<file path="config.mk">
export PLATFORM = sky130hd
export DESIGN_NAME = hazard_unit
export DESIGN_NICKNAME = d
export VERILOG_FILES = /design/src/rtl/cpu_pkg.sv /design/src/rtl/fwd_select.sv /design/src/rtl/hazard_unit.sv
export SDC_FILE = /design/constraint.sdc
export NUM_CORES = 1
export LEC_CHECK = 0
export ABC_CLOCK_PERIOD_IN_PS = 6600
export CORE_UTILIZATION = 52
export CTS_BUF_LIST = sky130_fd_sc_hd__clkbuf_8
export CTS_CLUSTER_DIAMETER = 120
export CTS_CLUSTER_SIZE = 16
export DETAILED_ROUTE_END_ITERATION = 12
export GPL_TIMING_DRIVEN = 0
export PLACE_DENSITY = 0.91
export SLEW_MARGIN = 20
export SYNTH_ARGS = -nofsm -noshare
export SYNTH_HDL_FRONTEND = slang
export SYNTH_HIERARCHICAL = 1
export SYNTH_SLANG_ARGS = --single-unit
</file>
<file path="constraint.sdc">
create_clock -name clk -period 6.6 [get_ports clk]
set_clock_uncertainty 0.05 [all_clocks]
set_input_delay 1.32 -clock clk [delete_from_list [all_inputs] [get_ports clk]]
set_output_delay 1.32 -clock clk [all_outputs]
set_load 0.02 [all_outputs]
</file>
<file path="src/rtl/cpu_pkg.sv">
// Shared pipeline-control encodings: hazard FSM states, forward-select codes
// and the hard-wired zero register default.
package cpu_pkg;

  typedef enum logic [1:0] {
    ST_RUN   = 2'b00,
    ST_STALL = 2'b01,
    ST_FLUSH = 2'b10
  } hz_state_e;

  typedef enum logic [1:0] {
    FWD_RF  = 2'b00,
    FWD_WB  = 2'b01,
    FWD_MEM = 2'b10
  } fwd_sel_e;

  // Truncated to REG_AW at the use site, so it is all-ones for any width.
  localparam logic [15:0] ZERO_REG_ALL = 16'hFFFF;

endpackage

</file>
<file path="src/rtl/fwd_select.sv">
// One ALU operand's bypass select: EX/MEM wins over MEM/WB, the zero register
// never forwards.
module fwd_select import cpu_pkg::*; #(
  parameter int                REG_AW   = 5,
  parameter logic [REG_AW-1:0] ZERO_REG = '1
) (
  input  logic [REG_AW-1:0] rs,
  input  logic [REG_AW-1:0] mem_rd,
  input  logic              mem_regwrite,
  input  logic [REG_AW-1:0] wb_rd,
  input  logic              wb_regwrite,
  output fwd_sel_e          sel
);

  always_comb begin
    sel = FWD_RF;
    if (mem_regwrite && (mem_rd == rs) && (mem_rd != ZERO_REG))
      sel = FWD_MEM;
    else if (wb_regwrite && (wb_rd == rs) && (wb_rd != ZERO_REG))
      sel = FWD_WB;
  end

endmodule

</file>
<file path="src/rtl/hazard_unit.sv">
// Pipeline hazard control: operand forwarding, load-use stall sequencing,
// taken-branch flush, and stall/flush performance counters.
module hazard_unit import cpu_pkg::*; #(
  parameter int                XLEN        = 64,
  parameter int                REG_AW      = 5,
  parameter int                LOAD_LAT    = 1,
  parameter int                FLUSH_DEPTH = 3,
  parameter logic [REG_AW-1:0] ZERO_REG    = REG_AW'(ZERO_REG_ALL)
) (
  input  logic                   clk,
  input  logic                   reset,
  input  logic [REG_AW-1:0]      id_rs1,
  input  logic [REG_AW-1:0]      id_rs2,
  input  logic                   id_use1,
  input  logic                   id_use2,
  input  logic [REG_AW-1:0]      ex_rs1,
  input  logic [REG_AW-1:0]      ex_rs2,
  input  logic [REG_AW-1:0]      ex_rd,
  input  logic                   ex_memread,
  input  logic                   ex_regwrite,
  input  logic [REG_AW-1:0]      mem_rd,
  input  logic                   mem_regwrite,
  input  logic [REG_AW-1:0]      wb_rd,
  input  logic                   wb_regwrite,
  input  logic                   branch_taken,
  output logic [1:0]             fwd_a_sel,
  output logic [1:0]             fwd_b_sel,
  output logic                   pc_write,
  output logic                   ifid_write,
  output logic                   idex_bubble,
  output logic [FLUSH_DEPTH-1:0] flush,
  output logic [31:0]            stall_cnt,
  output logic [31:0]            flush_cnt,
  output logic [1:0]             state
);

  if (XLEN < 1 || LOAD_LAT < 1 || LOAD_LAT > 7 || FLUSH_DEPTH < 1 || FLUSH_DEPTH > 4)
  begin : g_bad_param
    $error("hazard_unit: parameter out of range");
  end

  fwd_sel_e  a_sel, b_sel;
  hz_state_e state_q, state_d;
  logic [2:0] cnt_q, cnt_d;
  logic       load_use, br_ok;

  fwd_select #(.REG_AW(REG_AW), .ZERO_REG(ZERO_REG)) u_fwd_a (
    .rs(ex_rs1), .mem_rd(mem_rd), .mem_regwrite(mem_regwrite),
    .wb_rd(wb_rd), .wb_regwrite(wb_regwrite), .sel(a_sel)
  );

  fwd_select #(.REG_AW(REG_AW), .ZERO_REG(ZERO_REG)) u_fwd_b (
    .rs(ex_rs2), .mem_rd(mem_rd), .mem_regwrite(mem_regwrite),
    .wb_rd(wb_rd), .wb_regwrite(wb_regwrite), .sel(b_sel)
  );

  assign fwd_a_sel = reset ? FWD_RF : a_sel;
  assign fwd_b_sel = reset ? FWD_RF : b_sel;
  assign state     = state_q;

  always_comb
    load_use = ex_memread && ex_regwrite && (ex_rd != ZERO_REG) &&
               ((id_use1 && (ex_rd == id_rs1)) || (id_use2 && (ex_rd == id_rs2)));

  // The detection cycle is the first stall cycle, so STALL covers LOAD_LAT-1
  // more; cnt_q holds the stall cycles left including the current one.
  always_comb begin
    state_d     = state_q;
    cnt_d       = cnt_q;
    pc_write    = 1'b1;
    ifid_write  = 1'b1;
    idex_bubble = 1'b0;
    flush       = '0;
    br_ok       = 1'b0;
    unique case (state_q)
      ST_RUN: begin
        if (branch_taken) begin
          br_ok   = 1'b1;
          flush   = '1;
          state_d = ST_FLUSH;
          cnt_d   = '0;
        end else if (load_use) begin
          pc_write    = 1'b0;
          ifid_write  = 1'b0;
          idex_bubble = 1'b1;
          if (LOAD_LAT > 1) begin
            state_d = ST_STALL;
            cnt_d   = 3'(LOAD_LAT - 1);
          end
        end
      end
      ST_STALL: begin
        if (branch_taken) begin
          br_ok   = 1'b1;
          flush   = '1;
          state_d = ST_FLUSH;
          cnt_d   = '0;
        end else begin
          pc_write    = 1'b0;
          ifid_write  = 1'b0;
          idex_bubble = 1'b1;
          cnt_d       = cnt_q - 3'd1;
          if (cnt_q <= 3'd1) state_d = ST_RUN;
        end
      end
      ST_FLUSH: begin
        // Any branch_taken here belongs to a squashed instruction.
        flush   = '1;
        state_d = ST_RUN;
      end
      default: begin
        state_d = ST_RUN;
        cnt_d   = '0;
      end
    endcase
    if (reset) begin
      state_d     = ST_RUN;
      cnt_d       = '0;
      pc_write    = 1'b1;
      ifid_write  = 1'b1;
      idex_bubble = 1'b0;
      flush       = '0;
      br_ok       = 1'b0;
    end
  end

  always_ff @(posedge clk) begin
    if (reset) begin
      state_q   <= ST_RUN;
      cnt_q     <= '0;
      stall_cnt <= '0;
      flush_cnt <= '0;
    end else begin
      state_q <= state_d;
      cnt_q   <= cnt_d;
      if (!pc_write && (stall_cnt != 32'hFFFF_FFFF)) stall_cnt <= stall_cnt + 32'd1;
      if (br_ok && (flush_cnt != 32'hFFFF_FFFF))     flush_cnt <= flush_cnt + 32'd1;
    end
  end

endmodule

</file>
==> metrics <==
dpl ws between 1000 and 1500 ps; CP max FO 10; Initial Util between 50% and 60%; Post-Route Setup TNS 0 ps; clock buffer count from CTS 9; diodes inserted 0; final setup margin between 1000 and 1500 ps; Hold Fails Final Rpt 0; top layer used by detailed routing met4; # hold bufs at CTS 0; routed len/inst about 16 µm; DR pass1 iterations 5; Synth Flop Type dfxtp_1; leading cell type in the layout, fill and taps excluded clkdlybuf4s50_1; DRT iter0 DRCs approximately 190; share of cells above drive strength 1 7.23%; number of synthesis warnings 6; pin count of the biggest net entering global routing 12; synthesized area per cell approximately 8 µm²; Worst Max-Slew Pin Slew about 690 ps; DRT Wirelength about 11 mm; Final Slew Violations 0; unrepaired setup endpoints after global routing false; Hold Path Class reg -> reg; CTS sink cnt 65; via count 3900; Syn Nets just under 500; Post-synth EDFFs 0; CP Data Required Time 5230 ps; total chip power roughly 770 µW; Rows 30; peak supply drop 0.000146 V; commonest non-fill, non-tap cells in the layout clkdlybuf4s50_1, dfxtp_1, nor2_1, nand2_1, nand3_1; Die ar. between 7000 and 8000 µm²; total core area between 6000 and 7000 µm²; die width about 86 µm; H-tree depth 3; count of input and output buffers approximately 120; Fmax around 190 MHz; kind of critical path in -> out; CP Capture Type primary output; leakage ~0.0018 µW; WL met1 around 4.3 mm; mapped cell area about 3700 µm²; detailed route wirelength on metal2 5.52 mm; drt via density between 5 and 6; Longest Clk Path Bufs 2; sequential area share after synthesis roughly a third; Root Buffer clkbuf_8; Setup-failing EPs final 0; RD Place Congestion approximately 0.9; ANT nets after route 0; critical path arrival slightly below 4000 ps; pwr dens around 150 nW/µm²; gr usage total 29.2%; hold slack final ~470 ps; Post-CTS Resized 0; minimum clock period about 5300 ps; met3 WL approximately 570 µm; Area Growth Syn to Fin 39.3%; max_slew headroom 53.5%; worst-skew pair later-pin latency ~340 ps; Finished Layout Cells between 600 and 700; post-CTS setup buffer count 0; status complete, no violations; Max-cap violations 0; CTS tree yes; Synth cell types 50; vias in the first global route ~3800; drt drc 0; period utilization approximately four fifths; grt ovf 0; Worst-path clk slew about 70 ps; fin nets between 600 and 700; placed cell count 665; cell count after synthesis between 400 and 500; initial antenna violation count 0; first-pass GRT wire length 17.3 mm; asr flop ratio synth 0%; Startpoint Class input port; Synth Register Bits 65; Die Ht 86.4 µm; IO Count 120; Post-DP HPWL roughly 7.8 mm
## registers in the layout, indices dropped and copies added, names as in the netlist
register   cells
state          1
flush_cnt     32
stall_cnt     32
## cells by family after synthesis
| kind of cell | synth area share (%) |
|---|---|
| xor+xnor | 12.8 |
| flops | 35.1 |
| other cells | 0.101 |
| compound gates | 9.05 |
| mux | 4.29 |
| fa+ha+maj | 0.675 |
| simple gates | 34.3 |
| buf+inv | 3.68 |
## cell type report
| type | count | area (µm²) |
|---|---|---|
| Buffer | 19 | 106 |
| Clock buffer | 11 | 151 |
| Clock inverter | 1 | 5.00 |
| Fill cell | 521 | 1670 |
| Inverter | 8 | 30.0 |
| Multi-Input combinational cell | 359 | 2270 |
| Sequential cell | 65 | 1300 |
| Tap cell | 96 | 120 |
| Timing Repair Buffer | 118 | 1180 |
## Yosys cell counts (2+ instances only)
master | count | share of area (%)
dfxtp_1 | 65 | 35
nor2_1 | 57 | 5.8
nand2_1 | 38 | 3.9
nand3_1 | 32 | 4.3
xor2_1 | 30 | 7.1
xnor2_1 | 24 | 5.7
a21oi_1 | 19 | 2.6
nor3_1 | 17 | 2.3
nor2b_1 | 16 | 2.7
nand4_1 | 15 | 2.5
or3_1 | 14 | 2.4
clkbuf_1 | 11 | 1.1
nor4_1 | 11 | 1.9
and3_1 | 10 | 1.7
mux2_2 | 10 | 3.0
inv_1 | 8 | 0.81
o21ai_1 | 8 | 1.1
o21ai_0 | 6 | 0.81
or4_1 | 6 | 1.2
and4_1 | 5 | 1.2
buf_4 | 5 | 1.0
o31ai_1 | 5 | 1.0
a41oi_1 | 3 | 0.71
a31oi_1 | 2 | 0.34
buf_6 | 2 | 0.61
ha_1 | 2 | 0.68
mux2i_1 | 2 | 0.54
nand2b_1 | 2 | 0.34
nand4b_1 | 2 | 0.47
nor3_2 | 2 | 0.54
o2111a_2 | 2 | 0.68
o21a_1 | 2 | 0.41
## per-stage QoR
stage                     utilization (%)  area (µm²)
after global routing                 75.6        5160
after detailed placement             73.3        5010
final                                75.6        5160
after CTS                            75.6        5160
after global placement               73.3        5010
after floorplan                         -        3700
## power by group
part | total [µW] | switching (µW) | internal, µW | leakage, µW
sequential | 395 | 1.35 | 393 | 0.000524
combinational | 84.0 | 39.9 | 44.1 | 0.00116
clock | 293 | 145 | 148 | 0.0000830
## worst paths after layout
check | start | endpoint | slack [ps] | depth (start not counted)
setup / recovery | reset | flush[1] | 1280 | 7
setup reg to reg | stall_cnt[0] | stall_cnt[1] | 3910 | 10
hold / removal | state[1] | state[1] | 470 | 1
hold reg to reg | state[1] | state[1] | 470 | 1
## per-layer routing
layer	vias up	GRT usage [%]
met3	23	6.86
li1	1864	-
met1	1843	32.1
met4	0	9.55
met2	170	55.0
met5	-	0
## worst max-delay path: stages
cell	delay, ps
clkdlybuf4s50_1	520
clkbuf_1	410
clkbuf_1	420
clkbuf_1	450
nor2_1	150
buf_4	160
clkdlybuf4s50_1	530
No activity file was read; power rests on OpenSTA's default activity.
==> variant 1 (same flow settings) <==
`REG_AW` is set to 5 in 2 places; all go to 7.
--- a/src/rtl/fwd_select.sv
+++ b/src/rtl/fwd_select.sv
@@ -1,7 +1,7 @@
 // One ALU operand's bypass select: EX/MEM wins over MEM/WB, the zero register
 // never forwards.
 module fwd_select import cpu_pkg::*; #(
-  parameter int                REG_AW   = 5,
+  parameter int                REG_AW   = 7,
   parameter logic [REG_AW-1:0] ZERO_REG = '1
 ) (
   input  logic [REG_AW-1:0] rs,
--- a/src/rtl/hazard_unit.sv
+++ b/src/rtl/hazard_unit.sv
@@ -2,7 +2,7 @@
 // taken-branch flush, and stall/flush performance counters.
 module hazard_unit import cpu_pkg::*; #(
   parameter int                XLEN        = 64,
-  parameter int                REG_AW      = 5,
+  parameter int                REG_AW      = 7,
   parameter int                LOAD_LAT    = 1,
   parameter int                FLUSH_DEPTH = 3,
   parameter logic [REG_AW-1:0] ZERO_REG    = REG_AW'(ZERO_REG_ALL)
Interface: changed (7 resized); port bits go from 120 to 134. No check against the original RTL was run, so the function may have changed too.
==> variant 1 against the original RTL <==
Clock power is 22% higher; sequential cell count stayed put; sequential power hardly changed; worst hold slack worse by 10 ps; global-route usage is 0.48 points lower; critical path depth is 2 higher; total power is 10% higher; wire length is 7.0% higher; synthesized area is 4.8% higher; cell area is 7.2% higher; worst setup slack worse by 18 ps; critical path type unchanged; critical endpoint is now pc_write; largest cell class unchanged.
==> variant 1: results (changes against the original RTL) <==
- Outcome: completed
- Worst R2R Path Depth: 7 (-3)
- Synth area leaders: dfxtp_1 (34%), xnor2_1 (11%), nand4_1 (6.6%)
- Min Hold Slack: 456 ps (-10.5 ps)
- First-pass GRT wire length: 17700 µm (+2.2%)
- Post-DP Area: 5330 µm² (+6.4%)
- WL met2: 5700 µm (+3.2%)
- Detailed Routing Iterations Pass 1: 5 (unchanged)
- Hold Startpoint: stall_cnt[22]
- Most frequent cells after synthesis: dfxtp_1 (65), xnor2_1 (50), nor2_1 (49)
- Syn_nets: 536 (+7.8%)
- Arr. time, crit path: 3970 ps (+20 ps)
- Cell count after synthesis: 476 (+5.5%)
- Dpl cells: 707 (+6.3%)
- Total GRT Usage: 28.7% (-0.48 points)
- Synth cell types: 45 (-10%)
- Switching pwr: 0.216 mW (+16%)
- Leakage power: 1.75 nW (-1.1%)
- Clock power frac: 41.8% (+3.8 points)
- Register area share after synthesis: 33.5% (-1.6 points)
- Worst Hold Endpoint: stall_cnt[22]
- Cell Count, Final, Fillers Out: 723 (+6.8%)
- Met1 Track Usage GR: 34.2% (+2.1 points)
- Register-to-register setup slack: 4230 ps (+320 ps)
- Hold path depth: 2 (+1)
- FF-to-FF Start: flush_cnt[0]
- Fmax: 187 MHz (-0.34%)
- Vias per cell: 5.87 (+2.0%)
- Port bufs: 132 (+12%)
- WL met3: 623 µm (+9.7%)
- Power Combinational: 0.102 mW (+21%)
- Fraction of layout cells with a size suffix above 1: 8.49% (+1.3 points)
- DP HPWL: 8650 µm (+10%)
- Slew HR: 48.6% (-5.0 points)
- Reg2reg end: flush_cnt[26]
- Largest net degree at the start of global routing: 13 (+1)
- CP endpoint: pc_write
- Layout Nets: 679 (+8.5%)
## variant 1: critical path, stage by stage
cell,delay (ps)
clkdlybuf4s50_1,480
xnor2_1,160
nand4_1,100
nor2_1,60
o21ai_1,390
clkbuf_1,400
buf_2,320
buf_4,150
clkdlybuf4s50_1,590
## variant 1: cell families (layout without fill, tap and decap cells)
kind of cell	after synthesis	after routing	synth area share, %
AOI/OAI and AO/OA	70	70	11.1
xor gates and xnor gates	69	69	15.6
adders and majority gates	2	2	0.644
buffers and inverters	27	175	3.54
DFF	65	65	33.5
muxes	4	4	1.13
other	1	1	0.0966
and+or+nand+nor	238	238	34.4
## variant 1: final cells by class
class | count | area, µm²
Buffer | 21 | 115
Fill cell | 537 | 1720
Timing Repair Buffer | 132 | 1320
Clock inverter | 6 | 67.6
Sequential cell | 65 | 1300
Tap cell | 99 | 124
Multi-Input combinational cell | 384 | 2440
Clock buffer | 10 | 138
Inverter | 6 | 22.5
==> variant 2 (same settings) <==
Without the edit above. Register the output `flush_cnt` once more, cleared by the reset; this adds one clock of latency there. The other outputs are not delayed to match.
--- a/src/rtl/hazard_unit.sv
+++ b/src/rtl/hazard_unit.sv
@@ -33,6 +33,8 @@
   output logic [31:0]            flush_cnt,
   output logic [1:0]             state
 );
+
+  logic [31:0] flush_cnt_s0;
 
   if (XLEN < 1 || LOAD_LAT < 1 || LOAD_LAT > 7 || FLUSH_DEPTH < 1 || FLUSH_DEPTH > 4)
   begin : g_bad_param
@@ -129,12 +131,20 @@
       state_q   <= ST_RUN;
       cnt_q     <= '0;
       stall_cnt <= '0;
-      flush_cnt <= '0;
+      flush_cnt_s0 <= '0;
     end else begin
       state_q <= state_d;
       cnt_q   <= cnt_d;
       if (!pc_write && (stall_cnt != 32'hFFFF_FFFF)) stall_cnt <= stall_cnt + 32'd1;
-      if (br_ok && (flush_cnt != 32'hFFFF_FFFF))     flush_cnt <= flush_cnt + 32'd1;
+      if (br_ok && (flush_cnt_s0 != 32'hFFFF_FFFF))     flush_cnt_s0 <= flush_cnt_s0 + 32'd1;
+    end
+  end
+
+  always_ff @(posedge clk) begin
+    if (reset) begin
+      flush_cnt <= '0;
+    end else begin
+      flush_cnt <= flush_cnt_s0;
     end
   end
 
Check against the original RTL: not equivalent (a bounded check fails within 4 cycles, from zero or initial values and one cycle with reset high).
==> variant 2 against the original RTL <==
Sequential power is 49% higher; cell area is 17% higher; wire length is 6.8% higher; count of clock-buffer cells in the layout is 1 lower; synthesized area is 22% higher; worst setup slack worse by 490 ps; sequential cell count is 32 higher; total power is 38% higher; die area is 22% higher; cell count is 12% higher; non-clock buffer count is 1 higher; worst hold slack worse by 25 ps.
==> variant 2: results (changes against the original RTL) <==
- Slew HR: 59.2% (+5.7 points)
- Crit path launch: reset
- VDD IR-drop max: 0.117 mV (-20%)
- Leakage power: 2.08 nW (+17%)
- Routed wire length: 11300 µm (+6.8%)
- Largest regs: flush_cnt x32, flush_cnt_s0 x32, stall_cnt x32
- Syn_nets: 567 (+14%)
- Number of filler cells placed in the layout: 614 (+18%)
- Worst-path fanout max: 10 (unchanged)
- Overflow after GRT: 0 (unchanged)
- Vias per cell: 5.70 (-1.0%)
- Mux cell area share after synthesis: 2.95% (-1.3 points)
- First-pass GRT wire length: 18200 µm (+5.4%)
- Post-synthesis adder-cell area fraction: 0.552% (-0.12 points)
- Post-synth top area share: 42.8% (+7.7 points)
- Number of global-route vias before repair: 4056 (+7.0%)
- DP HPWL: 8620 µm (+9.8%)
- Hold Startpoint: flush_cnt_s0[19]
- Asr flop ratio synth: 0% (unchanged)
- CTS Buffer Depth: 2 (unchanged)
- Dpl cells: 744 (+12%)
- Synth area leaders: dfxtp_1 (43%), nor2b_1 (5.7%), nor2_1 (4.9%)
- Synth cell types: 49 (-2.0%)
- FF-to-FF Start: state[1]
- Iter 0 DRT Violations: 268 (+40%)
- Cts repair resizes: 0 (unchanged)
- Later-pin clock latency in the skew report: 370 ps (+30 ps)
- Largest net degree at the start of global routing: 17 (+5)
- Total GRT Usage: 25.7% (-3.5 points)
- Layout Nets: 696 (+11%)
- ANT cells: 0 (unchanged)
- Hold WC Path Type: flip-flop to flip-flop
- Yosys warnings: 6 (unchanged)
- GPL Wtd Cong: 0.920 (+3.3%)
- Antenna violations before repair: 0 (unchanged)
- Most frequent cells after synthesis: dfxtp_1 (97), nor2_1 (59), nor2b_1 (41)
- Register area share after synthesis: 42.8% (+7.7 points)
- Post-CTS Setup Repair Bufs: 0 (unchanged)
- Detailed Routing Iterations Pass 1: 8 (+3)
- Fraction of layout cells with a size suffix above 1: 6.56% (-0.66 points)
- Compound-Gate Fraction of Synth Area: 9.72% (+0.66 points)
- Syn Area/Cell: 8.70 µm² (+5.9%)
- CTS Root Cell: clkbuf_8
- Outcome: completed
- XOR/XNOR Fraction of Synth Area: 9.08% (-3.7 points)
- CTS clk-pin slew, worst paths: 90 ps (+20 ps)
- Port bufs: 118 (unchanged)
- WL per Instance: 14.9 µm (-4.9%)
- Arr. time, crit path: 4440 ps (+490 ps)
- H-tree Lvls: 3 (unchanged)
- Post-DP Area: 5850 µm² (+17%)
-- variant 2: layout make-up --
cell class                      instances  area, µm²  share of cell area, %
Multi-Input combinational cell        391       2440                   40.4
Sequential cell                        97       1940                   32.1
Timing Repair Buffer                  118       1180                   19.5
Clock buffer                           10        138                   2.28
Tap cell                              105        131                   2.17
Buffer                                 20       98.8                   1.63
Clock inverter                          6       65.1                   1.08
Inverter                               13       48.8                  0.807
-- variant 2: cells by family (layout without fill, tap and decap cells) --
group / Yosys count / after routing
buf+inv: 33 / 167
other cells: 1 / 1
xor+xnor: 47 / 47
compound gates: 68 / 68
simple gates: 261 / 261
mux: 12 / 12
fa+ha+maj: 2 / 2
flops: 97 / 97
-- variant 2: power breakdown --
group	internal [mW]	switching, mW	leakage [nW]
registers	0.586	0.00134	0.781
logic	0.0438	0.0410	1.20
clock network	0.186	0.210	0.103
-- variant 2: stage by stage --
stage	total power, mW	setup WS (ps)
2_1_floorplan	0.639	2430
3_3_place_gp	0.683	857
3_5_place_dp	0.686	799
4_1_cts	1.07	800
5_1_grt	1.10	571
6_report	1.07	792
-- variant 2: critical path: stages --
cell             delay [ps]
clkdlybuf4s50_1         490
clkbuf_1                380
clkbuf_1                440
clkbuf_1                510
buf_1                   460
nor2_1                  150
buf_4                   160
clkdlybuf4s50_1         530
-- variant 2: layer usage --
| metal | part of all wire, % | up-vias | global-route usage, % |
|---|---|---|---|
| li1 | - | 2097 | - |
| met1 | 41 | 2022 | 30.2 |
| met2 | 50 | 194 | 44.7 |
| met3 | 8.0 | 20 | 6.78 |
| met4 | 1.3 | 0 | 9.60 |
| met5 | 0 | - | 0 |
-- variant 2: path summary, 6_finish.rpt --
kind                        end  slack [ps]  cells after the start
setup reg to reg  stall_cnt[23]        4070                      6
hold / removal    flush_cnt[19]         440                      1
hold reg to reg   flush_cnt[19]         440                      1
setup / recovery       flush[2]         790                      8
